File: config.mk
export PLATFORM = sky130hd
export DESIGN_NAME = ex_muldiv_unit_flat
export DESIGN_NICKNAME = d
export VERILOG_FILES = /design/src/rtl/ex_muldiv_unit_if.sv /design/src/rtl/ex_muldiv_unit.sv /design/src/flat_wrapper.sv
export SDC_FILE = /design/constraint.sdc
export NUM_CORES = 2
export LEC_CHECK = 0
export CAP_MARGIN = 10
export CELL_PAD_IN_SITES_DETAIL_PLACEMENT = 1
export CELL_PAD_IN_SITES_GLOBAL_PLACEMENT = 1
export CORE_ASPECT_RATIO = 1.5
export CORE_MARGIN = 2
export CORE_UTILIZATION = 49
export CTS_BUF_LIST = sky130_fd_sc_hd__clkbuf_4
export DETAILED_ROUTE_END_ITERATION = 8
export PLACE_DENSITY_LB_ADDON = 0.1
export SLEW_MARGIN = 15
export SYNTH_ARGS = -nofsm -noshare
export SYNTH_HDL_FRONTEND = slang
export SYNTH_SLANG_ARGS = --single-unit
File: constraint.sdc
create_clock -name clock -period 42.4 [get_ports clock]
set_input_delay 8.48 -clock clock [delete_from_list [all_inputs] [get_ports clock]]
set_output_delay 8.48 -clock clock [all_outputs]
set_load 0.005 [all_outputs]
File: src/rtl/ex_muldiv_unit_if.sv
// ---------------------------------------------------------------------------
// ex_muldiv_unit_if
// Groups the issue, MTHI/MTLO and result signals of the EX-stage
// multiply/divide unit. The EX stage drives through 'master'; the unit
// itself connects through 'slave'.
//
//   start       request a new operation (accepted only when idle)
//   op          0 MULT, 1 MULTU, 2 DIV, 3 DIVU
//   word        1 = operate on the low WIDTH/2 bits, results sign-extended
//   a, b        forwarded operands
//   flush       cancel any in-flight operation
//   wr_hi/wr_lo MTHI/MTLO strobes, data on wr_data
//   busy        unit not idle (stall dependent MFHI/MFLO and mul/div)
//   done        one-cycle completion pulse
//   div_by_zero qualifies done for a divide with zero divisor
//   hi, lo      architectural HI/LO registers
// ---------------------------------------------------------------------------
interface ex_muldiv_unit_if #(
  parameter int WIDTH = 64
);
  logic             start;
  logic [1:0]       op;
  logic             word;
  logic [WIDTH-1:0] a;
  logic [WIDTH-1:0] b;
  logic             flush;
  logic             wr_hi;
  logic             wr_lo;
  logic [WIDTH-1:0] wr_data;
  logic             busy;
  logic             done;
  logic             div_by_zero;
  logic [WIDTH-1:0] hi;
  logic [WIDTH-1:0] lo;

  modport master (
    output start, op, word, a, b, flush, wr_hi, wr_lo, wr_data,
    input  busy, done, div_by_zero, hi, lo
  );

  modport slave (
    input  start, op, word, a, b, flush, wr_hi, wr_lo, wr_data,
    output busy, done, div_by_zero, hi, lo
  );
endinterface

File: src/rtl/ex_muldiv_unit.sv
// ---------------------------------------------------------------------------
// ex_muldiv_unit
// Iterative radix-2 multiply/divide unit for the EX stage, holding HI/LO.
// Operands are reduced to magnitudes at issue, N = WIDTH or WIDTH/2 steps
// are run (shift-add multiply or restoring divide), and the signs are
// applied in a final FIX cycle that also writes HI/LO and pulses done.
//
//   clock  rising-edge clock
//   reset  asynchronous, active-high
//   bus    ex_muldiv_unit_if.slave (issue, MTHI/MTLO, status, HI/LO)
// ---------------------------------------------------------------------------
module ex_muldiv_unit #(
  parameter int WIDTH = 64
) (
  input logic            clock,
  input logic            reset,
  ex_muldiv_unit_if.slave bus
);
  localparam int HALF = WIDTH / 2;
  localparam int CW   = $clog2(WIDTH + 1);

  typedef enum logic [1:0] {S_IDLE, S_RUN, S_FIX} state_e;

  state_e             state_q, state_d;
  logic [CW-1:0]      cnt_q, cnt_d;
  logic               is_div_q, is_div_d;
  logic               word_q, word_d;
  logic               neg_lo_q, neg_lo_d;     // negate product / quotient
  logic               neg_hi_q, neg_hi_d;     // negate remainder (div only)
  logic               dbz_flag_q, dbz_flag_d;
  // Multiply: running product. Divide: {remainder, dividend -> quotient}.
  logic [2*WIDTH-1:0] acc_q, acc_d;
  logic [2*WIDTH-1:0] mcand_q, mcand_d;       // multiplicand, shifts left
  logic [WIDTH-1:0]   opb_q, opb_d;           // multiplier (shifts right) or divisor
  logic [WIDTH-1:0]   hi_q, hi_d;
  logic [WIDTH-1:0]   lo_q, lo_d;
  logic               done_q, done_d;
  logic               dbz_q, dbz_d;
  logic               busy;

  // Issue-time operand decode
  logic               signed_op, op_is_div, sign_a, sign_b;
  logic [WIDTH-1:0]   mag_a, mag_b;

  // Step and result datapath
  logic [WIDTH:0]     rem_shift, rem_sub;
  logic               q_bit;
  logic [2*WIDTH-1:0] prod_fix;
  logic [WIDTH-1:0]   quot_fix, rem_fix, res_hi, res_lo;

  function automatic logic [WIDTH-1:0] sext_half(input logic [WIDTH-1:0] v);
    return {{HALF{v[HALF-1]}}, v[HALF-1:0]};
  endfunction

  // Magnitude of an operand at the active width, zero-extended to WIDTH.
  function automatic logic [WIDTH-1:0] active_mag(input logic [WIDTH-1:0] v,
                                                  input logic wd,
                                                  input logic neg);
    logic [WIDTH-1:0] act;
    act = wd ? {{HALF{1'b0}}, v[HALF-1:0]} : v;
    if (neg) begin
      act = -act;
      if (wd) act[WIDTH-1:HALF] = '0;
    end
    return act;
  endfunction

  // -------------------------------------------------------------------------
  // FSM: state register
  // -------------------------------------------------------------------------
  // NOTE: sequential state uses non-blocking assignments so every register
  // samples the pre-edge value of its neighbours.
  always_ff @(posedge clock or posedge reset) begin
    if (reset) state_q <= S_IDLE;
    else       state_q <= state_d;
  end

  // -------------------------------------------------------------------------
  // FSM: next state
  // -------------------------------------------------------------------------
  // NOTE: every combinational output gets a default first so no path can
  // leave it unassigned and infer a latch.
  always_comb begin
    state_d = state_q;
    unique case (state_q)
      S_IDLE:  if (bus.start && !bus.flush) state_d = S_RUN;
      S_RUN:   if (bus.flush) state_d = S_IDLE;
               else if (cnt_q == CW'(1)) state_d = S_FIX;
      S_FIX:   state_d = S_IDLE;
      default: state_d = S_IDLE;
    endcase
  end

  // -------------------------------------------------------------------------
  // FSM: outputs
  // -------------------------------------------------------------------------
  always_comb begin
    busy   = (state_q != S_IDLE);
    done_d = (state_q == S_FIX) && !bus.flush;
    dbz_d  = done_d && dbz_flag_q;
  end

  // -------------------------------------------------------------------------
  // Operand decode at issue
  // -------------------------------------------------------------------------
  always_comb begin
    signed_op = ~bus.op[0];
    op_is_div = bus.op[1];
    sign_a    = signed_op & (bus.word ? bus.a[HALF-1] : bus.a[WIDTH-1]);
    sign_b    = signed_op & (bus.word ? bus.b[HALF-1] : bus.b[WIDTH-1]);
    mag_a     = active_mag(bus.a, bus.word, sign_a);
    mag_b     = active_mag(bus.b, bus.word, sign_b);
  end

  // -------------------------------------------------------------------------
  // Iteration datapath
  // -------------------------------------------------------------------------
  always_comb begin
    acc_d      = acc_q;
    mcand_d    = mcand_q;
    opb_d      = opb_q;
    cnt_d      = cnt_q;
    is_div_d   = is_div_q;
    word_d     = word_q;
    neg_lo_d   = neg_lo_q;
    neg_hi_d   = neg_hi_q;
    dbz_flag_d = dbz_flag_q;

    // Restoring step: shift the next dividend bit into the remainder and
    // subtract; no borrow out of bit WIDTH means the quotient bit is 1.
    rem_shift = {acc_q[2*WIDTH-1:WIDTH], acc_q[WIDTH-1]};
    rem_sub   = rem_shift - {1'b0, opb_q};
    q_bit     = ~rem_sub[WIDTH];

    unique case (state_q)
      S_IDLE: begin
        if (bus.start && !bus.flush) begin
          is_div_d   = op_is_div;
          word_d     = bus.word;
          neg_lo_d   = sign_a ^ sign_b;
          // Remainder follows the dividend; a product takes the joint sign.
          neg_hi_d   = op_is_div ? sign_a : (sign_a ^ sign_b);
          dbz_flag_d = op_is_div && (mag_b == '0);
          cnt_d      = bus.word ? CW'(HALF) : CW'(WIDTH);
          opb_d      = mag_b;
          if (op_is_div) begin
            // Left-align a word dividend so its MSB is consumed first.
            acc_d   = {{WIDTH{1'b0}}, (bus.word ? (mag_a << HALF) : mag_a)};
            mcand_d = '0;
          end else begin
            acc_d   = '0;
            mcand_d = {{WIDTH{1'b0}}, mag_a};
          end
        end
      end
      S_RUN: begin
        if (!bus.flush) begin
          cnt_d = cnt_q - CW'(1);
          if (is_div_q) begin
            acc_d = {(q_bit ? rem_sub[WIDTH-1:0] : rem_shift[WIDTH-1:0]),
                     acc_q[WIDTH-2:0], q_bit};
          end else begin
            if (opb_q[0]) acc_d = acc_q + mcand_q;
            mcand_d = mcand_q << 1;
            opb_d   = opb_q >> 1;
          end
        end
      end
      default: ;
    endcase
  end

  // -------------------------------------------------------------------------
  // Sign correction and result formatting
  // -------------------------------------------------------------------------
  always_comb begin
    prod_fix = neg_lo_q ? -acc_q : acc_q;
    quot_fix = neg_lo_q ? -acc_q[WIDTH-1:0] : acc_q[WIDTH-1:0];
    rem_fix  = neg_hi_q ? -acc_q[2*WIDTH-1:WIDTH] : acc_q[2*WIDTH-1:WIDTH];

    if (is_div_q) begin
      // With a zero divisor the remainder already equals |dividend|, so the
      // sign correction above restores the dividend; only LO needs forcing.
      res_lo = dbz_flag_q ? '1 : quot_fix;
      res_hi = rem_fix;
    end else if (word_q) begin
      res_lo = prod_fix[WIDTH-1:0];
      res_hi = {{HALF{1'b0}}, prod_fix[WIDTH-1:HALF]};
    end else begin
      res_lo = prod_fix[WIDTH-1:0];
      res_hi = prod_fix[2*WIDTH-1:WIDTH];
    end

    if (word_q) begin
      res_lo = sext_half(res_lo);
      res_hi = sext_half(res_hi);
    end
  end

  // HI/LO: MTHI/MTLO only while idle; a completing operation wins later.
  always_comb begin
    hi_d = hi_q;
    lo_d = lo_q;
    if (state_q == S_IDLE) begin
      if (bus.wr_hi) hi_d = bus.wr_data;
      if (bus.wr_lo) lo_d = bus.wr_data;
    end else if ((state_q == S_FIX) && !bus.flush) begin
      hi_d = res_hi;
      lo_d = res_lo;
    end
  end

  // -------------------------------------------------------------------------
  // Datapath registers
  // -------------------------------------------------------------------------
  always_ff @(posedge clock or posedge reset) begin
    if (reset) begin
      cnt_q      <= '0;
      is_div_q   <= 1'b0;
      word_q     <= 1'b0;
      neg_lo_q   <= 1'b0;
      neg_hi_q   <= 1'b0;
      dbz_flag_q <= 1'b0;
      acc_q      <= '0;
      mcand_q    <= '0;
      opb_q      <= '0;
      hi_q       <= '0;
      lo_q       <= '0;
      done_q     <= 1'b0;
      dbz_q      <= 1'b0;
    end else begin
      cnt_q      <= cnt_d;
      is_div_q   <= is_div_d;
      word_q     <= word_d;
      neg_lo_q   <= neg_lo_d;
      neg_hi_q   <= neg_hi_d;
      dbz_flag_q <= dbz_flag_d;
      acc_q      <= acc_d;
      mcand_q    <= mcand_d;
      opb_q      <= opb_d;
      hi_q       <= hi_d;
      lo_q       <= lo_d;
      done_q     <= done_d;
      dbz_q      <= dbz_d;
    end
  end

  assign bus.busy        = busy;
  assign bus.done        = done_q;
  assign bus.div_by_zero = dbz_q;
  assign bus.hi          = hi_q;
  assign bus.lo          = lo_q;

endmodule

File: src/flat_wrapper.sv
// flat-port wrapper written by rule: the top's interface ports become plain ports
module ex_muldiv_unit_flat 
#(
  parameter int WIDTH = 64
)
  (clock, reset, bus_start, bus_op, bus_word, bus_a, bus_b, bus_flush, bus_wr_hi, bus_wr_lo, bus_wr_data, bus_busy, bus_done, bus_div_by_zero, bus_hi, bus_lo);
  ex_muldiv_unit_if #(.WIDTH(WIDTH)) bus_i ();
  input logic clock;
  input logic reset;
  input wire logic [$bits(bus_i.start)-1:0] bus_start;
  input wire logic [$bits(bus_i.op)-1:0] bus_op;
  input wire logic [$bits(bus_i.word)-1:0] bus_word;
  input wire logic [$bits(bus_i.a)-1:0] bus_a;
  input wire logic [$bits(bus_i.b)-1:0] bus_b;
  input wire logic [$bits(bus_i.flush)-1:0] bus_flush;
  input wire logic [$bits(bus_i.wr_hi)-1:0] bus_wr_hi;
  input wire logic [$bits(bus_i.wr_lo)-1:0] bus_wr_lo;
  input wire logic [$bits(bus_i.wr_data)-1:0] bus_wr_data;
  output wire logic [$bits(bus_i.busy)-1:0] bus_busy;
  output wire logic [$bits(bus_i.done)-1:0] bus_done;
  output wire logic [$bits(bus_i.div_by_zero)-1:0] bus_div_by_zero;
  output wire logic [$bits(bus_i.hi)-1:0] bus_hi;
  output wire logic [$bits(bus_i.lo)-1:0] bus_lo;
  assign bus_i.start = bus_start;
  assign bus_i.op = bus_op;
  assign bus_i.word = bus_word;
  assign bus_i.a = bus_a;
  assign bus_i.b = bus_b;
  assign bus_i.flush = bus_flush;
  assign bus_i.wr_hi = bus_wr_hi;
  assign bus_i.wr_lo = bus_wr_lo;
  assign bus_i.wr_data = bus_wr_data;
  assign bus_busy = bus_i.busy;
  assign bus_done = bus_i.done;
  assign bus_div_by_zero = bus_i.div_by_zero;
  assign bus_hi = bus_i.hi;
  assign bus_lo = bus_i.lo;
  ex_muldiv_unit #(.WIDTH(WIDTH)) u_core (.clock(clock), .reset(reset), .bus(bus_i));
endmodule
==> metrics.txt <==
status=finished clean; Die H=358 um; initial core utilization=0.496; biggest area consumer among synthesized cells=dfrtp_1; total negative slack=0 ns; sequential area share after synthesis=0.283; Port Buffer Count=331; Max VDD drop=0.0442 mV; Max Fclk=between 80 and 90 MHz; Total GRT Usage=0.446; I/O pin count=332; CP Data Arrival Time=12.61 ns; top post-synthesis cells by area=dfrtp_1 28%, o21ai_0 7.7%, nand2_1 6.7%, a21oi_1 6.5%, ha_1 6.0%; initial drt markers=3545; die width=240 um; Slew @ Worst Pin=1.40 ns; dpl cell area=44800 sq um; clk_skew=0.0672 ns; final-report setup violation count=0; Hold Vio Cnt, Final=0; largest family of logic cells by synthesized area=compound AO/OA/AOI/OAI gates; vias in the first global route=around 47000; Mapped Nets=5952; Final ANT Viol Nets=0; pin count of the biggest net entering global routing=158; CTS HTree Levels=3; Area Overhead vs Synth=13.3%; mapped cell area=41000 sq um; Post-Synth XOR/XNOR Area=0.0944; wire length per cell=28.2 um; register-to-register setup slack=36.40 ns; Final Critical Period=11.62 ns; fin util=0.562; Synth warnings=0; fin nets=6083; mux cell area share after synthesis=0.0158; RSZ-0062 raised after global routing=no; max capacitance violation total=0; Hold Crit Depth=2; PD cells=66.7 nW/um^2; FF+latch count, synth=464; Synth Area in Compound Gates=0.285; WS Path Type=in -> reg; Overflow after GRT=0; DIE AREA=86100 sq um; root buffer cell=clkbuf_4; Post-synth top flop=dfrtp_1; final wirelength=195000 um; DRC Markers=0; CP endpoint kind=flop; first-pass GRT wire length=289000 um; crit share post-route=0.274; simple-gate portion of the synthesized area=0.212; Synth top area share=0.283; Syn Inst Count=5552; final cell count without fillers=a little under 7000; Pre-antenna DRT Iters=5; Post-Synth Adder-Cell Area=0.0611; post-route cell area=46400 sq um; global placement routability congestion=0.988; initial antenna violation count=13; Post-CTS Hold Buffers=0; HP Class=reg -> reg; core region area=82600 sq um; post-CTS sizing=0; Max Buffers Root-to-Sink=3; Syn Area/Cell=7.39 sq um; CTS sink count=464; Post CTS Setup Buffer Count=0; via count=around 45000; startpoint type of the worst setup path=primary input; vias per std cell=6.59; layout cells sized above 1=0.0587; Final Max Slew Viols=0; most frequent cells in the layout=733 x nand2_1, 628 x o21ai_0, 606 x nor2_1; Rel. slew slack=0.0585; Cell variety after synth=91; ys async rst share=1.00; commonest non-fill, non-tap cell in the layout=nand2_1; worst r2r path cells=15; worst-skew pair later-pin latency=about 1.1 ns; data required time of the worst path=43.40 ns; CTS clk-pin slew, worst paths=roughly 0.07 ns; Leak=19.0 nW; Worst Path Max Fanout=10; CTS tree=done; total CTS buffers=121; num rows=129; Detailed Place HPWL=150000 um; number of synthesized flops with an enable pin=0; DP Cell Count=roughly 6700
final cells by class:
cell class,count,area (sq um)
clock buffers,179,1340
fillers,10600,36200
repair buffers,393,3790
inverters,136,519
well taps,1113,1390
diodes,13,32.5
multi-input cells,4567,27500
flip-flops and latches,464,11600
clock inverters,39,214
power by group:
part           switching, mW  leakage, nW  internal [mW]
logic                   1.20         12.3          0.671
clock network          0.221        0.923          0.200
registers              0.229         5.79          0.579
cell usage after synthesis (8+ instances only):
cell type,number
a211oi_1,89
a21boi_0,28
a21o_1,100
a21oi_1,535
a221o_1,9
a221oi_1,75
a22o_1,10
a22oi_1,51
a31oi_1,66
and2_1,15
and3_1,16
buf_1,37
buf_2,8
clkbuf_1,333
dfrtp_1,464
ha_1,197
inv_1,133
mux2i_1,59
nand2_1,733
nand2b_1,40
nand3_1,68
nand4_1,81
nor2_1,612
nor2b_1,31
nor3_1,126
nor4_1,41
o211ai_1,74
o21a_1,13
o21ai_0,628
o21bai_1,50
o221ai_1,22
o22ai_1,42
o31ai_1,55
o41ai_1,29
or2_2,25
or3_1,63
or4_1,41
xnor2_1,244
xor2_1,198
stage by stage:
| step | worst slack (ns) | power, mW | hold WS (ns) |
|---|---|---|---|
| 2_1_floorplan | 20.98 | 1.89 | 0.463 |
| 3_3_place_gp | 29.76 | 2.56 | 0.457 |
| 3_5_place_dp | 29.65 | 2.61 | 0.476 |
| 4_1_cts | 30.82 | 3.04 | 0.482 |
| 5_1_grt | 30.42 | 3.27 | 0.501 |
| 6_report | 30.78 | 3.10 | 0.487 |
cells by family after synthesis:
logic type / Yosys count
flops: 464
xor+xnor: 442
fa+ha+maj: 199
compound gates: 1926
mux: 64
buf+inv: 521
simple gates: 1936
metal layers:
metal | share of wire | global-route usage | wire length (um) | vias to the layer above
met5 | 0.000082 | 0 | 16 | -
met4 | 0.12 | 0.461 | 23200 | 2
met3 | 0.059 | 0.0935 | 11400 | 889
met2 | 0.48 | 0.757 | 94400 | 1887
met1 | 0.34 | 0.440 | 65700 | 22400
li1 | - | - | - | 20300
registers in the layout (all words and copies together) (netlist names):
register / cells
u_core.acc_q: 128
u_core.bus.div_by_zero: 1
u_core.bus.done: 1
u_core.bus.hi: 64
u_core.bus.lo: 64
u_core.cnt_q: 7
u_core.dbz_flag_q: 1
u_core.is_div_q: 1
u_core.mcand_q: 128
u_core.neg_hi_q: 1
u_core.neg_lo_q: 1
u_core.opb_q: 64
u_core.state_q: 2
u_core.word_q: 1
worst paths after layout:
path / start / end
hold / removal: u_core.mcand_q[100] / u_core.mcand_q[101]
setup / recovery: bus_b[12] / u_core.dbz_flag_q
hold reg to reg: u_core.mcand_q[100] / u_core.mcand_q[101]
max in group asynchronous: reset / u_core.mcand_q[16]
min in group asynchronous: reset / u_core.mcand_q[117]
setup reg to reg: u_core.acc_q[3] / u_core.acc_q[117]
worst max-delay path, cell delays in order:
cell	delay (ns)
clkdlybuf4s50_1	0.48
or4_4	0.58
nor4_4	0.23
and3_1	0.36
nand2_4	0.11
nor4b_4	0.38
o21ai_2	0.26
o31ai_4	0.29
xor2_1	0.16
nor2_1	0.06
or4_1	0.56
or4_1	0.41
o31ai_1	0.24
Power figures use the tool's default switching activity.
